## config.mk

```make
export PLATFORM = sky130hd
export DESIGN_NAME = ps2_host_ctrl
export DESIGN_NICKNAME = d
export VERILOG_FILES = /design/src/rtl/ps2_host_ctrl.sv
export SDC_FILE = /design/constraint.sdc
export NUM_CORES = 1
export LEC_CHECK = 0
export CAP_MARGIN = 5
export CORE_UTILIZATION = 50
export DETAILED_ROUTE_END_ITERATION = 12
export DONT_BUFFER_PORTS = 1
export SLEW_MARGIN = 20
export SYNTH_ARGS = -nofsm -noshare
export SYNTH_HDL_FRONTEND = slang
export SYNTH_SLANG_ARGS = --single-unit
```

## constraint.sdc

```tcl
create_clock -name clk -period 2.8 [get_ports clk]
set_input_delay 0.14 -clock clk [delete_from_list [all_inputs] [get_ports clk]]
set_output_delay 0.14 -clock clk [all_outputs]
set_load 0.02 [all_outputs]
```

## src/rtl/ps2_host_ctrl.sv

```systemverilog
// PS/2 host-to-device command sequencer: inhibit, send byte with odd parity, check line ack, receive response.
// Optional feature: define PS2_RESEND_EN to retry the command up to RETRIES times on a 0xFE response.
module ps2_host_ctrl #(
    parameter int unsigned INHIBIT_CYC = 10000,
    parameter int unsigned TIMEOUT_CYC = 200000,
    parameter int unsigned RETRIES     = 2
) (
    input  logic       clk,
    input  logic       rst_n,
    input  logic       cmd_valid_i,
    input  logic [7:0] cmd_data_i,
    output logic       cmd_ready_o,
    input  logic       ps2_clk_i,
    input  logic       ps2_data_i,
    output logic       ps2_clk_oe_o,
    output logic       ps2_data_oe_o,
    output logic       rx_inhibit_o,
    output logic       done_o,
    output logic       err_o,
    output logic [1:0] err_code_o,
    output logic [7:0] resp_o
);

    localparam int unsigned IW = (INHIBIT_CYC > 1) ? $clog2(INHIBIT_CYC + 1) : 1;
    localparam int unsigned TW = $clog2(TIMEOUT_CYC + 1);
    localparam int unsigned FW = 11;

    localparam logic [1:0] ERR_TIMEOUT = 2'd0;
    localparam logic [1:0] ERR_NO_ACK  = 2'd1;
    localparam logic [1:0] ERR_FRAME   = 2'd2;
    localparam logic [1:0] ERR_NAK     = 2'd3;

    typedef enum logic [2:0] {
        S_IDLE,
        S_INHIBIT,
        S_REQ,
        S_SEND,
        S_LACK,
        S_RXWAIT,
        S_RX,
        S_CHECK
    } state_e;

    state_e          state_q, state_d;
    logic            clk_s1_q, clk_s2_q, clk_prev_q;
    logic            dat_s1_q, dat_s2_q;
    logic [FW-1:0]   tx_frame_q, tx_frame_d;
    logic [FW-1:0]   rx_frame_q, rx_frame_d;
    logic [IW-1:0]   inh_cnt_q, inh_cnt_d;
    logic [TW-1:0]   tmo_cnt_q, tmo_cnt_d;
    logic [3:0]      bit_cnt_q, bit_cnt_d;
    logic            cmd_ready_q, cmd_ready_d;
    logic            clk_oe_q, clk_oe_d;
    logic            data_oe_q, data_oe_d;
    logic            rx_inh_q, rx_inh_d;
    logic            done_q, done_d;
    logic            err_q, err_d;
    logic [1:0]      err_code_q, err_code_d;
    logic [7:0]      resp_q, resp_d;

    logic            fall_c;
    logic            tmo_run_c;
    logic            tmo_hit_c;
    logic [7:0]      rx_byte_c;
    logic            frame_bad_c;

`ifdef PS2_RESEND_EN
    localparam int unsigned RW = (RETRIES > 0) ? $clog2(RETRIES + 1) : 1;
    logic [RW-1:0]   retry_q, retry_d;
`else
    logic            unused_retries;
    assign unused_retries = ^RETRIES;
`endif

    assign fall_c      = clk_prev_q & ~clk_s2_q;
    assign tmo_run_c   = (state_q == S_SEND) || (state_q == S_LACK) ||
                         (state_q == S_RXWAIT) || (state_q == S_RX);
    assign tmo_hit_c   = tmo_run_c && !fall_c && (tmo_cnt_q >= TW'(TIMEOUT_CYC - 1));
    assign rx_byte_c   = rx_frame_q[8:1];
    // Valid frame: start 0, stop 1, odd parity over data plus parity bit.
    assign frame_bad_c = rx_frame_q[0] | ~rx_frame_q[10] | ~(^rx_frame_q[9:1]);

    // Next-state, datapath and registered-output decode.
    always_comb begin
        state_d    = state_q;
        tx_frame_d = tx_frame_q;
        rx_frame_d = rx_frame_q;
        inh_cnt_d  = inh_cnt_q;
        tmo_cnt_d  = tmo_cnt_q;
        bit_cnt_d  = bit_cnt_q;
        done_d     = 1'b0;
        err_d      = 1'b0;
        err_code_d = err_code_q;
        resp_d     = resp_q;
        cmd_ready_d = 1'b0;
        clk_oe_d    = 1'b0;
        data_oe_d   = 1'b0;
        rx_inh_d    = 1'b0;
`ifdef PS2_RESEND_EN
        retry_d    = retry_q;
`endif

        if (tmo_run_c) begin
            if (fall_c) begin
                tmo_cnt_d = '0;
            end else if (tmo_cnt_q != TW'(TIMEOUT_CYC)) begin
                tmo_cnt_d = tmo_cnt_q + TW'(1);
            end
        end

        if (tmo_hit_c) begin
            state_d    = S_IDLE;
            err_d      = 1'b1;
            err_code_d = ERR_TIMEOUT;
        end else begin
            case (state_q)
                S_IDLE: begin
                    if (cmd_valid_i && cmd_ready_q) begin
                        tx_frame_d = {1'b1, ~^cmd_data_i, cmd_data_i, 1'b0};
                        inh_cnt_d  = '0;
                        state_d    = S_INHIBIT;
`ifdef PS2_RESEND_EN
                        retry_d    = '0;
`endif
                    end
                end
                S_INHIBIT: begin
                    if (inh_cnt_q == IW'(INHIBIT_CYC - 1)) begin
                        state_d = S_REQ;
                    end else begin
                        inh_cnt_d = inh_cnt_q + IW'(1);
                    end
                end
                S_REQ: begin
                    state_d   = S_SEND;
                    tmo_cnt_d = '0;
                    bit_cnt_d = '0;
                end
                S_SEND: begin
                    // Falling edge k presents frame bit k; edge 10 releases data for the stop bit.
                    if (fall_c) begin
                        if (bit_cnt_q == 4'd9) begin
                            state_d = S_LACK;
                        end else begin
                            bit_cnt_d = bit_cnt_q + 4'd1;
                        end
                    end
                end
                S_LACK: begin
                    if (fall_c) begin
                        if (!dat_s2_q) begin
                            state_d   = S_RXWAIT;
                            bit_cnt_d = '0;
                        end else begin
                            state_d    = S_IDLE;
                            err_d      = 1'b1;
                            err_code_d = ERR_NO_ACK;
                        end
                    end
                end
                S_RXWAIT: begin
                    if (fall_c) begin
                        rx_frame_d[0] = dat_s2_q;
                        bit_cnt_d     = 4'd1;
                        state_d       = S_RX;
                    end
                end
                S_RX: begin
                    if (fall_c) begin
                        rx_frame_d[bit_cnt_q] = dat_s2_q;
                        if (bit_cnt_q == 4'd10) begin
                            state_d = S_CHECK;
                        end else begin
                            bit_cnt_d = bit_cnt_q + 4'd1;
                        end
                    end
                end
                S_CHECK: begin
                    resp_d  = rx_byte_c;
                    state_d = S_IDLE;
                    if (frame_bad_c) begin
                        err_d      = 1'b1;
                        err_code_d = ERR_FRAME;
                    end else if (rx_byte_c == 8'hFA) begin
                        done_d = 1'b1;
`ifdef PS2_RESEND_EN
                    end else if ((rx_byte_c == 8'hFE) && (retry_q < RW'(RETRIES))) begin
                        retry_d   = retry_q + RW'(1);
                        inh_cnt_d = '0;
                        state_d   = S_INHIBIT;
`endif
                    end else begin
                        err_d      = 1'b1;
                        err_code_d = ERR_NAK;
                    end
                end
                default: begin
                    state_d = S_IDLE;
                end
            endcase
        end

        // Pad and handshake outputs follow the state being entered.
        cmd_ready_d = (state_d == S_IDLE);
        rx_inh_d    = (state_d != S_IDLE);
        clk_oe_d    = (state_d == S_INHIBIT) || (state_d == S_REQ);
        data_oe_d   = (state_d == S_REQ) ||
                      ((state_d == S_SEND) && !tx_frame_d[bit_cnt_d]);
    end

    always_ff @(posedge clk) begin
        if (!rst_n) begin
            state_q     <= S_IDLE;
            clk_s1_q    <= 1'b1;
            clk_s2_q    <= 1'b1;
            clk_prev_q  <= 1'b1;
            dat_s1_q    <= 1'b1;
            dat_s2_q    <= 1'b1;
            tx_frame_q  <= '0;
            rx_frame_q  <= '0;
            inh_cnt_q   <= '0;
            tmo_cnt_q   <= '0;
            bit_cnt_q   <= '0;
            cmd_ready_q <= 1'b0;
            clk_oe_q    <= 1'b0;
            data_oe_q   <= 1'b0;
            rx_inh_q    <= 1'b0;
            done_q      <= 1'b0;
            err_q       <= 1'b0;
            err_code_q  <= '0;
            resp_q      <= '0;
`ifdef PS2_RESEND_EN
            retry_q     <= '0;
`endif
        end else begin
            state_q     <= state_d;
            clk_s1_q    <= ps2_clk_i;
            clk_s2_q    <= clk_s1_q;
            clk_prev_q  <= clk_s2_q;
            dat_s1_q    <= ps2_data_i;
            dat_s2_q    <= dat_s1_q;
            tx_frame_q  <= tx_frame_d;
            rx_frame_q  <= rx_frame_d;
            inh_cnt_q   <= inh_cnt_d;
            tmo_cnt_q   <= tmo_cnt_d;
            bit_cnt_q   <= bit_cnt_d;
            cmd_ready_q <= cmd_ready_d;
            clk_oe_q    <= clk_oe_d;
            data_oe_q   <= data_oe_d;
            rx_inh_q    <= rx_inh_d;
            done_q      <= done_d;
            err_q       <= err_d;
            err_code_q  <= err_code_d;
            resp_q      <= resp_d;
`ifdef PS2_RESEND_EN
            retry_q     <= retry_d;
`endif
        end
    end

    assign cmd_ready_o   = cmd_ready_q;
    assign ps2_clk_oe_o  = clk_oe_q;
    assign ps2_data_oe_o = data_oe_q;
    assign rx_inhibit_o  = rx_inh_q;
    assign done_o        = done_q;
    assign err_o         = err_q;
    assign err_code_o    = err_code_q;
    assign resp_o        = resp_q;

endmodule

```

==> summary.md <==
| Metric | Value |
|---|---|
| Psw | 0.574 mW |
| Total GRT Usage | 24.4% |
| Clock share of power | 39.9% |
| # port buffers | 0 |
| Crit Path Class | register to register |
| Worst clock skew | 0.0130 ns |
| Clock Path Buffers | 2 |
| Synth top area share | 36.9% |
| Global-route wire length before repair | 17,500 µm |
| Synthesized netlist net count | 581 |
| Pint | 1.72 mW |
| Crit path max fanout | 21 |
| Vias per std cell | 5.86 |
| Ant diodes | 0 |
| Distinct cell type count after synthesis | 69 |
| R2r endpoint | inh_cnt_q[3] |
| Syn Area/Cell | 7.98 µm² |
| Sequential share of the synthesized area | 36.9% |
| CORE AREA | 0.00868 mm² |
| Mapped Area | 0.00445 mm² |
| Top_reg_cell synth | dfxtp_1 |
| Skew-Pair Late Insertion Delay | 0.36 ns |
| DIE AREA | 0.00927 mm² |
| HP Start | rst_n |
| Drc violations | 0 |
| Reg2reg setup slack | 0.17 ns |
| Seq pwr share | 52.6% |
| Antenna violations before repair | 0 |
| Syn-to-layout area delta | 12.9% |
| Min Tclk post-route | 2.63 ns |
| Final Hold Viols | 0 |
| PD cells | 457 mW/mm² |
| Status | completed |
| FMAX | 381 MHz |
| CTS tree | done |
| I/O pins | 29 |
| Final ANT Viol Nets | 0 |
| TritonRoute pass-1 iters | 5 |
| #FFs+latches synth | 82 |
| Worst min path class | input port to register |
| Routed vias | 4,060 |
| Initial core utilization | 51.2% |
| CTS Sinks | 82 |
| Yosys warning count | 0 |
| Hold EP | tmo_cnt_q[16] |
| Worst relative slew slack | 30.3% |
| Root Buffer Master | clkbuf_8 |
| Worst slew pin tran | 1.04 ns |
| Count of maximum capacitance violations | 0 |
| Synth top area cells | dfxtp_1 37%, nand2_1 6.8%, a21oi_1 4.7% |
| Switching Share | 25.0% |
| Area after DPL | 0.00467 mm² |
| Leak | 1.74 nW |
| Crit path DAT | 2.92 ns |
| Slew Viols, Final | 0 |
| CP Capture Type | register |
| WL/cell | 15.5 µm |
| CP max stage cell | or4_1 |
| Post-Layout Cell Count | 693 |
| Most common cell after layout, fill and taps aside | dfxtp_1 |
| Post-route clock period utilization | 93.8% |
| Synth async-reset ratio | 0% |
| Met3 Use GR | 4.74% |
| Combinational Power Share | 7.5% |
| Cell taking the most area after synthesis | dfxtp_1 |
| WHS Path Cells | 2 |
| VDD IR max | 0.300 mV |
| Worst hold margin | 0.0545 ns |
| Commonest non-fill, non-tap cells in the layout | 81 x dfxtp_1, 80 x nand2_1, 49 x nor2_1 |
| Setup_tns | 0 ns |
| Layout cells sized above 1 | 10.6% |
| Vias in the first global route | 3,622 |
| DP Cell Count | 665 |
| Fin nets | 604 |
| Post-synth EDFFs | 0 |
| Critical Path Max Stage Delay | 0.53 ns |
| Placed wire-length estimate | 7610 µm |
| Cts bufs inserted | 9 |
| Grt met1 use | 32.0% |
| GPL Wtd Cong | 0.919 |
| Cells after synthesis | 557 |
| H-tree depth | 3 |
| RSZ-0062 raised after global routing | false |
| R2R Path Start | tmo_cnt_q[0] |
| Post-route cell area | 0.00502 mm² |
| Largest net degree at the start of global routing | 39 |
| Die W | 96.3 µm |
| Die height | 96.3 µm |
| Core Util, Final | 57.8% |
| Routing usage on met2 | 39.3% |
| Reg2reg path depth | 8 |
| Cells along the critical path | ha_1 > and4_4 > a311oi_2 > o22a_2 > nor2_2 > or3_4 > or4_1 > a21oi_1 |
| FILL cells | 820 |
| Rows | 34 |
| Total gr overflow | 0 |
| Crit start category | register |
| Final WL | 10,800 µm |
| Worst endpoint required time | 3.09 ns |
| Final setup vio count | 0 |
| CTS clk-pin slew, worst paths | 0.09 ns |
| Global route hottest layer | met2 |
| Iteration-0 DRC Markers | 280 |
==> Yosys cell counts, types with 3 or more instances <==
library cell  count
nand3_1          28
a21oi_1          42
ha_1             11
nand3b_1          4
nor3_1           10
nor2b_1           4
o2bb2ai_1         3
nor2_1           49
o21a_1            4
mux2i_1          15
o211ai_1          5
o21ai_0          23
nand2_1          80
o31ai_1           6
or3_1            12
nand2b_1         10
and3_1           12
nor4_1           14
xor2_1           11
inv_1            19
buf_2             5
nand4_1          10
a211oi_1          5
dfxtp_1          82
o22ai_1           3
clkbuf_1         20
or4_1             4
xnor2_1          13
and2_1            5
==> cells by family after synthesis <==
logic type	Yosys count	synth area share [%]
buf+inv	47	4.36
flops	82	36.9
simple gates	256	28.8
compound gates	119	17.6
xor+xnor	26	5.60
fa+ha+maj	11	3.10
mux	16	3.63
==> cell type report <==
class / count / area [µm²] / share of cell area [%]
repair buffers: 40 / 325 / 6.48
inverters: 19 / 71.3 / 1.42
clock buffers: 11 / 151 / 3.02
multi-input cells: 428 / 2630 / 52.4
flip-flops and latches: 82 / 1640 / 32.7
well taps: 108 / 135 / 2.69
clock inverters: 5 / 61.3 / 1.22
==> metal layers <==
layer	wire length, µm	share of wire, %	up-vias
li1	-	-	2031
met1	5100	47	1898
met2	4950	46	113
met3	521	4.8	18
met4	188	1.7	0
met5	0	0	-
==> sequential cells by signal (all words and copies together), names as in the netlist, 2 cells and up <==
register    flops
inh_cnt_q      14
tx_frame_q     11
err_code_o      2
resp_o          8
state_q         3
bit_cnt_q       4
tmo_cnt_q      18
rx_frame_q     11
==> critical path: cells and delay by family, from the launching register on <==
family / cells / cell delay, ns
simple gates: 4 / 1.25
compound gates: 3 / 0.70
flops: 1 / 0.36
fa+ha+maj: 1 / 0.24
==> power by group through the flow <==
stage          clock [mW]  combinational, mW  sequential, mW
2_1_floorplan           0              0.134            1.22
3_3_place_gp            0              0.155            1.23
3_5_place_dp            0              0.156            1.23
4_1_cts             0.938              0.170            1.21
5_1_grt             0.992              0.188            1.21
6_report            0.916              0.171            1.21
==> metrics by stage <==
stage | power, mW | setup slack, ns
finish | 2.29 | 0.173
global route | 2.39 | 0.0104
CTS | 2.31 | 0.0782
detailed placement | 1.39 | 0.101
global placement | 1.39 | 0.102
floorplan | 1.36 | 0.377
==> timing repair <==
action / 4_1_cts / 5_1_grt
endpoints found under the setup margin: 0 / 15
hold buffers: 10 / 0
buffers inserted: 0 / 2
endpoints found under the hold margin: 20 / 0
resized for setup: 0 / 6
==> how the worst max path moves through the flow <==
stage	startpoint	to	slack [ns]
2_1_floorplan	tmo_cnt_q[0]	inh_cnt_q[0]	0.38
3_3_place_gp	state_q[0]	inh_cnt_q[3]	0.10
3_5_place_dp	state_q[0]	inh_cnt_q[3]	0.10
4_1_cts	state_q[0]	inh_cnt_q[7]	0.08
5_1_grt	tmo_cnt_q[0]	inh_cnt_q[0]	0.01
6_report	tmo_cnt_q[0]	inh_cnt_q[3]	0.17
Power figures use the tool's default switching activity.
